## src/rtl/sudoku_pkg.sv

```systemverilog
// Shared definitions for the sudoku solver tiles.
// Holds the grid dimensions, the default one-hot width for a tile and the
// tile search state encoding.
package sudoku_pkg;

   localparam int GRID_N   = 9;
   localparam int BLOCK_N  = 3;
   localparam int CELL_CNT = GRID_N * GRID_N;
   localparam int LEN_DEF  = GRID_N;
   localparam int STATE_W  = 3;

   typedef enum logic [STATE_W-1:0] {
      ST_IDLE,
      ST_INCR,
      ST_RQST,
      ST_LOAD,
      ST_PASSFWD,
      ST_PASSBAK,
      ST_FIXPASS
   } tile_state_e;

endpackage

```

## src/rtl/biased_tile_if.sv

```systemverilog
// Tile-facing bus: turn handshake, clue load, candidate memory port and
// peer occupancy, plus the tile's status outputs.
//   slave  : the tile itself
//   master : the sequencer / candidate memory / peers driving the tile
interface biased_tile_if
   import sudoku_pkg::*;
#(
   parameter int LEN   = LEN_DEF,
   parameter int CNT_W = 5
);
   logic             myturn;
   logic             fromback;
   logic             givenvalid;
   logic [LEN-1:0]   given;
   logic [LEN-1:0]   rowbias;
   logic [LEN-1:0]   occupiedmask;
   logic [LEN:0]     rqindex;
   logic [LEN-1:0]   value;
   logic             fixed;
   logic             passfwd;
   logic             passbak;
   logic [CNT_W-1:0] trycount;

   modport slave (
      input  myturn, fromback, givenvalid, given, rowbias, occupiedmask,
      output rqindex, value, fixed, passfwd, passbak, trycount
   );

   modport master (
      output myturn, fromback, givenvalid, given, rowbias, occupiedmask,
      input  rqindex, value, fixed, passfwd, passbak, trycount
   );
endinterface

```

## src/rtl/tile_idx_ctr.sv

```systemverilog
// Candidate index rotator and saturating try counter for one tile.
// Ports:
//   clock, reset_n : clock and async active-low reset
//   clear          : park the index on the sentinel and zero the count
//   rotate         : advance the one-hot index by one, sentinel wraps to 0
//   count_en       : count one tested candidate (saturates at all-ones)
//   rqindex        : one-hot index, bit LEN is the exhausted sentinel
//   trycount       : candidates tested since the last clear
module tile_idx_ctr #(
   parameter int LEN   = 9,
   parameter int CNT_W = 5
) (
   input  logic             clock,
   input  logic             reset_n,
   input  logic             clear,
   input  logic             rotate,
   input  logic             count_en,
   output logic [LEN:0]     rqindex,
   output logic [CNT_W-1:0] trycount
);

   localparam logic [LEN:0] SENTINEL = {1'b1, {LEN{1'b0}}};

   always_ff @(posedge clock or negedge reset_n) begin
      if (!reset_n) begin
         rqindex  <= SENTINEL;
         trycount <= '0;
      end else if (clear) begin
         rqindex  <= SENTINEL;
         trycount <= '0;
      end else begin
         if (rotate)
            rqindex <= {rqindex[LEN-1:0], rqindex[LEN]};
         if (count_en && (trycount != '1))
            trycount <= trycount + CNT_W'(1);
      end
   end

endmodule

```

## src/rtl/biased_tile.sv

```systemverilog
// One sudoku cell searching for a value not held by its peers, trying
// candidates in the order supplied by a row-biased candidate memory.
// Ports:
//   clock, reset_n : clock and async active-low reset
//   bus            : biased_tile_if slave (turn handshake, clue load,
//                    candidate request/response, occupancy, status)
//
// state       | meaning
// ------------+---------------------------------------------------------
// ST_IDLE     | waiting for myturn; clue loads accepted here only
// ST_INCR     | advance candidate index
// ST_RQST     | candidate index presented to memory
// ST_LOAD     | memory response valid; accept, reject or give up
// ST_PASSFWD  | passfwd pulse, value accepted
// ST_PASSBAK  | passbak pulse, candidates exhausted
// ST_FIXPASS  | clue tile passes the turn straight through
module biased_tile
   import sudoku_pkg::*;
#(
   parameter int LEN   = LEN_DEF,
   parameter int CNT_W = 5
) (
   input  logic          clock,
   input  logic          reset_n,
   biased_tile_if.slave  bus
);

   tile_state_e      state;
   logic [LEN-1:0]   value;
   logic             fixed;
   logic             passfwd;
   logic             passbak;
   logic [LEN:0]     rqindex;
   logic [CNT_W-1:0] trycount;

   logic fixed_next;
   logic enter;
   logic clear;
   logic rotate;
   logic count_en;

   // A clue loaded in the same cycle as myturn decides how the turn is taken.
   assign fixed_next = (state == ST_IDLE && bus.givenvalid) ? (bus.given != '0) : fixed;
   assign enter      = (state == ST_IDLE) && bus.myturn;
   assign clear      = enter && !fixed_next && !bus.fromback;
   assign rotate     = (state == ST_INCR);
   assign count_en   = (state == ST_LOAD) && !rqindex[LEN];

   tile_idx_ctr #(.LEN(LEN), .CNT_W(CNT_W)) u_idx_ctr (
      .clock    (clock),
      .reset_n  (reset_n),
      .clear    (clear),
      .rotate   (rotate),
      .count_en (count_en),
      .rqindex  (rqindex),
      .trycount (trycount)
   );

   always_ff @(posedge clock or negedge reset_n) begin
      if (!reset_n) begin
         state   <= ST_IDLE;
         value   <= '0;
         fixed   <= 1'b0;
         passfwd <= 1'b0;
         passbak <= 1'b0;
      end else begin
         passfwd <= 1'b0;
         passbak <= 1'b0;
         case (state)
            ST_IDLE: begin
               if (bus.givenvalid) begin
                  value <= bus.given;
                  fixed <= (bus.given != '0);
               end
               if (bus.myturn) begin
                  if (fixed_next) begin
                     state   <= ST_FIXPASS;
                     passfwd <= !bus.fromback;
                     passbak <= bus.fromback;
                  end else begin
                     state <= ST_INCR;
                     if (bus.fromback)
                        value <= '0;
                  end
               end
            end
            ST_INCR: state <= ST_RQST;
            ST_RQST: state <= ST_LOAD;
            ST_LOAD: begin
               if (rqindex[LEN]) begin
                  value   <= '0;
                  state   <= ST_PASSBAK;
                  passbak <= 1'b1;
               end else if ((bus.rowbias & bus.occupiedmask) != '0) begin
                  state <= ST_INCR;
               end else begin
                  value   <= bus.rowbias;
                  state   <= ST_PASSFWD;
                  passfwd <= 1'b1;
               end
            end
            ST_PASSFWD: state <= ST_IDLE;
            ST_PASSBAK: state <= ST_IDLE;
            ST_FIXPASS: state <= ST_IDLE;
            default:    state <= ST_IDLE;
         endcase
      end
   end

   assign bus.rqindex  = rqindex;
   assign bus.value    = value;
   assign bus.fixed    = fixed;
   assign bus.passfwd  = passfwd;
   assign bus.passbak  = passbak;
   assign bus.trycount = trycount;

endmodule

```

## src/flat_wrapper.sv

```systemverilog
// flat-port wrapper written by rule: the top's interface ports become plain ports
module biased_tile_flat import sudoku_pkg::*;
#(
   parameter int LEN   = LEN_DEF,
   parameter int CNT_W = 5
)
  (clock, reset_n, bus_myturn, bus_fromback, bus_givenvalid, bus_given, bus_rowbias, bus_occupiedmask, bus_rqindex, bus_value, bus_fixed, bus_passfwd, bus_passbak, bus_trycount);
  biased_tile_if #(.LEN(LEN), .CNT_W(CNT_W)) bus_i ();
  input  logic clock;
  input  logic reset_n;
  input wire logic [$bits(bus_i.myturn)-1:0] bus_myturn;
  input wire logic [$bits(bus_i.fromback)-1:0] bus_fromback;
  input wire logic [$bits(bus_i.givenvalid)-1:0] bus_givenvalid;
  input wire logic [$bits(bus_i.given)-1:0] bus_given;
  input wire logic [$bits(bus_i.rowbias)-1:0] bus_rowbias;
  input wire logic [$bits(bus_i.occupiedmask)-1:0] bus_occupiedmask;
  output wire logic [$bits(bus_i.rqindex)-1:0] bus_rqindex;
  output wire logic [$bits(bus_i.value)-1:0] bus_value;
  output wire logic [$bits(bus_i.fixed)-1:0] bus_fixed;
  output wire logic [$bits(bus_i.passfwd)-1:0] bus_passfwd;
  output wire logic [$bits(bus_i.passbak)-1:0] bus_passbak;
  output wire logic [$bits(bus_i.trycount)-1:0] bus_trycount;
  assign bus_i.myturn = bus_myturn;
  assign bus_i.fromback = bus_fromback;
  assign bus_i.givenvalid = bus_givenvalid;
  assign bus_i.given = bus_given;
  assign bus_i.rowbias = bus_rowbias;
  assign bus_i.occupiedmask = bus_occupiedmask;
  assign bus_rqindex = bus_i.rqindex;
  assign bus_value = bus_i.value;
  assign bus_fixed = bus_i.fixed;
  assign bus_passfwd = bus_i.passfwd;
  assign bus_passbak = bus_i.passbak;
  assign bus_trycount = bus_i.trycount;
  biased_tile #(.LEN(LEN), .CNT_W(CNT_W)) u_core (.clock(clock), .reset_n(reset_n), .bus(bus_i));
endmodule
```

## config.mk

```make
export PLATFORM = sky130hd
export DESIGN_NAME = biased_tile_flat
export DESIGN_NICKNAME = d
export VERILOG_FILES = /design/src/rtl/sudoku_pkg.sv /design/src/rtl/biased_tile_if.sv /design/src/rtl/tile_idx_ctr.sv /design/src/rtl/biased_tile.sv /design/src/flat_wrapper.sv
export SDC_FILE = /design/constraint.sdc
export NUM_CORES = 1
export LEC_CHECK = 0
export BUFFER_PORTS_ARGS = -buffer_cell sky130_fd_sc_hd__buf_2
export CAP_MARGIN = 20
export CORE_ASPECT_RATIO = 1.2
export CORE_MARGIN = 1
export CORE_UTILIZATION = 48
export DETAILED_ROUTE_END_ITERATION = 10
export PLACE_DENSITY = 0.88
export SYNTH_ARGS = -nofsm -noshare
export SYNTH_HDL_FRONTEND = slang
export SYNTH_SLANG_ARGS = --single-unit
```

## constraint.sdc

```tcl
create_clock -name clock -period 2.3 [get_ports clock]
set_input_delay 0.115 -clock clock [delete_from_list [all_inputs] [get_ports clock]]
set_output_delay 0.115 -clock clock [all_outputs]
set_load 0.02 [all_outputs]
```

Word level (Yosys, flattened, before mapping)
Index checks and enable logic that the tools add are counted.
{ "totals": {"register_bits": 30, "inputBits": 32, "output_inout_bits": 27, "word_cells": 58} }
{ "classes": {"n_addsub": 1, "eq_ne": 6, "n_mux": 26, "bitwise": 1, "n_reduce_logical": 17} }
{ "op_table": {"columns": ["op", "n"], "rows": [
  ["2-to-1 mux 9 bit", 6],
  ["2-to-1 mux 10 bit", 2],
  ["case mux 9 bit (2 select lines)", 1],
  ["nonzero test 9 bit", 2],
  ["2-to-1 mux 3 bit", 4],
  ["case mux 3 bit (4 select lines)", 1],
  ["2-to-1 mux 5 bit", 2],
  ["AND 9 bit", 1],
  ["2-to-1 mux 1 bit", 8],
  ["== test 3 x 2 -> 1 bit, second input constant", 2],
  ["logical AND 1 bit", 6],
  ["nonzero test 2 bit", 3],
  ["adder 5 x 1 -> 5 bit, second input constant", 1],
  ["inequality test 5 bit, second input constant", 1],
  ["case mux 1 bit (2 select lines)", 2],
  ["AND reduction 2 bit", 2],
  ["== test 3 x 1 -> 1 bit, second input constant", 1],
  ["logical NOT 1 bit", 3],
  ["logical NOT 3 bit", 1],
  ["inequality test 3 bit, second input constant", 1],
  ["inequality test 2 bit, second input constant", 1]
]} }

Logic depth before layout (Yosys ltp)
{ "logic_depth": {"depth_word": 7, "mapped_depth": 7, "mapped_depth_nobuf": 7} }

Cells and area by module
Synthesis repeated with hierarchy kept, for this count alone.
{ "hier_totals": {"cells_unflattened": 166, "area_unflattened_um2": 1761.7} }
{ "modules_own_cells": {"columns": ["mod", "n_inst", "cells_per_inst", "area_each_um2", "seq_area_each_um2"], "rows": [
  ["biased_tile", 1, 109, 1104.8, 375.4],
  ["tile_idx_ctr", 1, 57, 656.9, 376.6]
]} }

Least setup slack after synthesis
OpenSTA, ideal clock, no wires.
{ "synth_timing": {"kind": "reg-to-reg", "from": "reg u_core.u_idx_ctr.trycount[0]", "to": "reg u_core.u_idx_ctr.trycount[3]", "setup_time_ns": 0.121, "arrival_time_ns": 1.856, "required_time_ns": 2.179, "path_slack_ns": 0.322, "path_stages_with_launch": 8, "path_buffers": 0, "period_less_slack_ns": 1.978, "cell_sequence": "dfrtp_1 -> ha_1 -> and3_1 -> ha_1 -> nor3_1 -> nand4_1 -> xor2_1 -> nor2_1"} }
{ "synth_via": {"elab_chain_cells": 3, "word_cells_on_any_way": 6, "cone_classes": "add/sub (1); eq/ne (1); mux (2); reduce/logical (2)"} }
{ "synth_rtl": {"columns": ["item", "line", "rtl"], "rows": [
  ["start: declaration", "tile_idx_ctr.sv:19", "output logic [CNT_W-1:0] trycount"],
  ["start signal: assignment", "tile_idx_ctr.sv:35", "trycount <= trycount + CNT_W'(1);"],
  ["adder 5 x 1 -> 5 bit / inequality test 5 bit (equally long branches)", "tile_idx_ctr.sv:35, tile_idx_ctr.sv:34", null],
  ["2-to-1 mux 5 bit / logical AND 1 bit (equally long branches)", "tile_idx_ctr.sv:34", "if (count_en && (trycount != '1))"],
  ["2-to-1 mux 5 bit / nonzero test 2 bit (equally long branches)", null, null]
]} }
Parallel ways exist; a longest one is shown, timed or not. The select of a mux whose other input is x is not followed.
A chain may end at the register's enable or synchronous reset.

Final worst setup path
{ "layout_timing": {"from": "reg u_core.state[0]", "to": "reg u_core.value[1] (netlist: u_core.bus.value[1])"} }
{ "layout_via": {"elab_chain_cells": 6, "word_cells_on_any_way": 10, "cone_classes": "eq/ne (2); mux (4); reduce/logical (4)"} }
{ "layout_rtl": {"columns": ["item", "line", "rtl"], "rows": [
  ["start: declaration", "biased_tile.sv:28", "tile_state_e state;"],
  ["start signal: assignment", "biased_tile.sv:61", "state <= ST_IDLE;"],
  ["start signal: assignment", "biased_tile.sv:77", "state <= ST_FIXPASS;"],
  ["start signal: assignment", "biased_tile.sv:81", "state <= ST_INCR;"],
  ["logical NOT 3 bit", "biased_tile.sv:43, biased_tile.sv:69", null],
  ["logical AND 1 bit", "biased_tile.sv:43", "assign fixed_next = (state == ST_IDLE && bus.givenvalid) ? (bus.given != '0) : fixed;"],
  ["2-to-1 mux 1 bit", "biased_tile.sv:43", null],
  ["2-to-1 mux 9 bit", "biased_tile.sv:76", "if (fixed_next) begin"],
  ["2-to-1 mux 9 bit", "biased_tile.sv:75", "if (bus.myturn) begin"],
  ["case mux 9 bit (2 select lines)", "biased_tile.sv:69", "case (state)"],
  ["end signal: assignment", "biased_tile.sv:72", "value <= bus.given;"],
  ["end signal: assignment", "biased_tile.sv:97", "value <= bus.rowbias;"],
  ["end: declaration", "biased_tile.sv:29", "logic [LEN-1:0] value;"]
]} }
Parallel ways exist; a longest one is shown, timed or not.

==> flow_summary.yaml <==
power_and_ir_drop:
  vdd_drop_max_mv: 0.7263
  power_leakage_nw: 0.9412
  total_power_mw: 2.439
  powerDensity_nw_per_um2: 1293
cts:
  tritoncts: "done"
  clockBufferDepth: 2
  clock_latency_ns: 0.32
  cts_max_level: 2
  cts_root_buf: "clkbuf_4"
  cts_buffers: 5
  cts.sinks: 30
  path_clk_slew_ns: 0.10
setup_path:
  critPathMaxFanout: 12
  crit_type: "reg -> reg"
  worstPathArrival_ns: 2.20
  crit_family: "simple AND/OR/NAND/NOR gates"
  cp_num_buf_inv: 0
  end_kind: "flop"
  worstPathCellList: "nand3b_1 > nor3_1 > a21o_1 > nand2_1 > a22o_1"
  start_kind: "flop"
  crit_slowest_cell: "dfrtp_1"
  cp_slowest_stage_delay_ns: 0.55
  cp.required_ns: 2.50
routing:
  drc: 0
  vias_per_cell: 5.603
  via_count: 1384
  dr.pass1.iters: 4
  wl_um: 3362
  drt-initial-drc-count: 39
  wl_per_cell_um: 13.61
  ant_nets: 0
floorplan:
  row_count: 21
  fp.dieW_um: 52.80
  dieArea_um2: 3324
  die_y_um: 62.96
  ios: 59
  core_region_area_um2: 2864
  initial_utilization_pct: 51.90
yosys:
  yosysWarnings: 0
  yosysUniqueCellTypes: 36
  synth-edff-count: 0
  synthFlopType: "dfrtp_1"
  netlist_instances: 149
  synth-seq-area-share_pct: 50.59
  postSynthAreaPerCell_um2: 9.976
  ys_ff_latch: 30
  synthesis.nets: 183
  synth_area_um2: 1486
  synthArstFlopShare_pct: 100.0
layout:
  num-nets-final: 246
  multi_input_area_um2: 700.7
  seq_area_um2: 752.0
  area_growth_pct: 26.85
  nFillCells: 236
  final_layout_size_suffix_gt1_share_pct: 35.21
  antenna_cells: 0
sta:
  relSlewSlack_pct: 56.94
  max_freq_mhz: 502.0
  drv_slew: 0
  setup-violations-final: 0
  finalCritPeriodShare_pct: 86.60
  period_minus_slack_ns: 1.992
  hold-worst-slack_ns: 0.05316
  worst_pin_slew_ns: 0.6460
  hold_viol_final: 0
  setup_slack_ns: 0.3081
  rsz0062_at_grt: "no"
  fin_skew_ns: 0.01307
  setup_tns_ns: 0
place:
  post-place-ws_ns: 0.3822
  dp_hpwl_um: 2563
  place_congestion: 0.8091
  io_buffer_count: 58
grt:
  grt_pass1_wl_um: 5416
  antenna_found_initial: 0
  grt_util_all_layers_pct: 22.20
  grt_remaining_overflow: 0
  grt_max_degree: 31
  first_global_vias: 1267
hold_path:
  worst_hold_path_type: "in -> reg"
run:
  cap_violations: 0
status:
  status: "complete, no violations"
==> worst register-to-register path, cell delays in order (launching register included) <==
cell	delay, ns
dfrtp_1	0.55
nand3b_1	0.24
nor3_1	0.24
a21o_1	0.30
nand2_1	0.25
a22o_1	0.29
==> layout by cell type, fill, tap and decap left out, types with 2 or more instances in the layout <==
cell      count
buf_2        58
dfrtp_1      29
nand2_1      28
a22o_1       20
a21oi_1      16
nor2_1       10
clkbuf_4      5
nor3_1        3
buf_4         3
nand3_1       2
nand4_1       2
nand3b_1      2
and3_1        2
inv_1         2
mux2i_1       2
a21o_1        2
o21ai_0       2
xor2_1        2
ha_1          2
==> per-layer routing <==
| metal | global-route usage (%) | share of wire, % | routed length, um |
|---|---|---|---|
| met3 | 6.813 | 7.7 | 259 |
| met2 | 36.87 | 49 | 1663 |
| met4 | 5.921 | 1.0 | 35 |
| met1 | 27.24 | 42 | 1404 |
| met5 | 0 | 0 | 0 |
==> registers in the layout (all words and copies together), names as in the netlist <==
name                       flops
u_core.u_idx_ctr.rqindex      10
u_core.bus.value               9
u_core.bus.fixed               1
u_core.bus.passbak             1
u_core.state                   3
u_core.u_idx_ctr.trycount      5
u_core.bus.passfwd             1
==> per-stage QoR <==
step | cell area [um^2] | std cells | utilization [%]
after floorplan | 1486 | 149 | -
after global placement | 1815 | 238 | 63.39
after detailed placement | 1815 | 238 | 63.39
after CTS | 1886 | 247 | 65.84
after global routing | 1886 | 247 | 65.84
final | 1886 | 247 | 65.84
==> final timing paths <==
check | startpoint | to | slack, ns | cells after the start
max in group asynchronous | reset_n | u_core.bus.value[8]$_DFFE_PN0P_ | 1.52 | 2
min | bus_givenvalid | u_core.bus.fixed$_DFFE_PN0N_ | 0.05 | 2
min in group asynchronous | reset_n | u_core.u_idx_ctr.trycount[0]$_DFFE_PN0P_ | 0.35 | 2
max | u_core.state[0]$_DFFE_PN0P_ | u_core.bus.value[1]$_DFFE_PN0P_ | 0.31 | 5
max reg2reg | u_core.state[0]$_DFFE_PN0P_ | u_core.bus.value[1]$_DFFE_PN0P_ | 0.31 | 5
min reg2reg | u_core.bus.value[2]$_DFFE_PN0P_ | u_core.bus.value[2]$_DFFE_PN0P_ | 0.51 | 1
==> area by class of cell <==
type                    count  share of cell area [%]
well taps                  34                   2.256
clock buffers               7                   2.920
flip-flops and latches     30                   39.88
inverters                   2                  0.3981
clock inverters             1                  0.2654
multi-input cells         111                   37.16
repair buffers             62                   17.12
==> power by group <==
part | internal (mW) | leakage, nW | switching [mW] | total [mW]
clock network | 0.148 | 0.0353 | 0.179 | 0.327
registers | 0.745 | 0.374 | 0.199 | 0.943
logic | 0.481 | 0.532 | 0.687 | 1.17
total | 1.37 | 0.941 | 1.07 | 2.44
==> synth_stat cells, types with 2 or more instances <==
library cell  number  area (um^2)
nand3b_1           2        15.01
nor3_1             3        15.01
o21ai_0            2        10.01
and3_1             2        12.51
xor2_1             2        17.52
a21o_1             2        15.01
inv_1              2        7.510
nor2_1            10        37.54
nand4_1            2        12.51
a21oi_1           16        80.08
nand2_1           28        105.1
clkbuf_1           3        11.26
buf_2              2        10.01
dfrtp_1           29        725.7
nand3_1            2        10.01
a22o_1            20        175.2
mux2i_1            2        20.02
ha_1               2        25.02
==> kinds of logic after synthesis <==
| family | share of synthesized area [%] |
|---|---|
| compound gates | 23.91 |
| xor+xnor | 1.768 |
| fa+ha+maj | 1.683 |
| buf+inv | 2.273 |
| flops | 50.59 |
| mux | 1.347 |
| simple gates | 18.43 |
==> what timing repair did <==
| item | CTS | global route |
|---|---|---|
| endpoints found under the hold margin | 29 | 0 |
| setup buffers | 0 | 0 |
| setup endpoints to repair | 0 | 0 |
| gates resized for setup | 0 | 0 |
| hold buffers | 1 | 0 |
No activity file was read; power rests on OpenSTA's default activity.
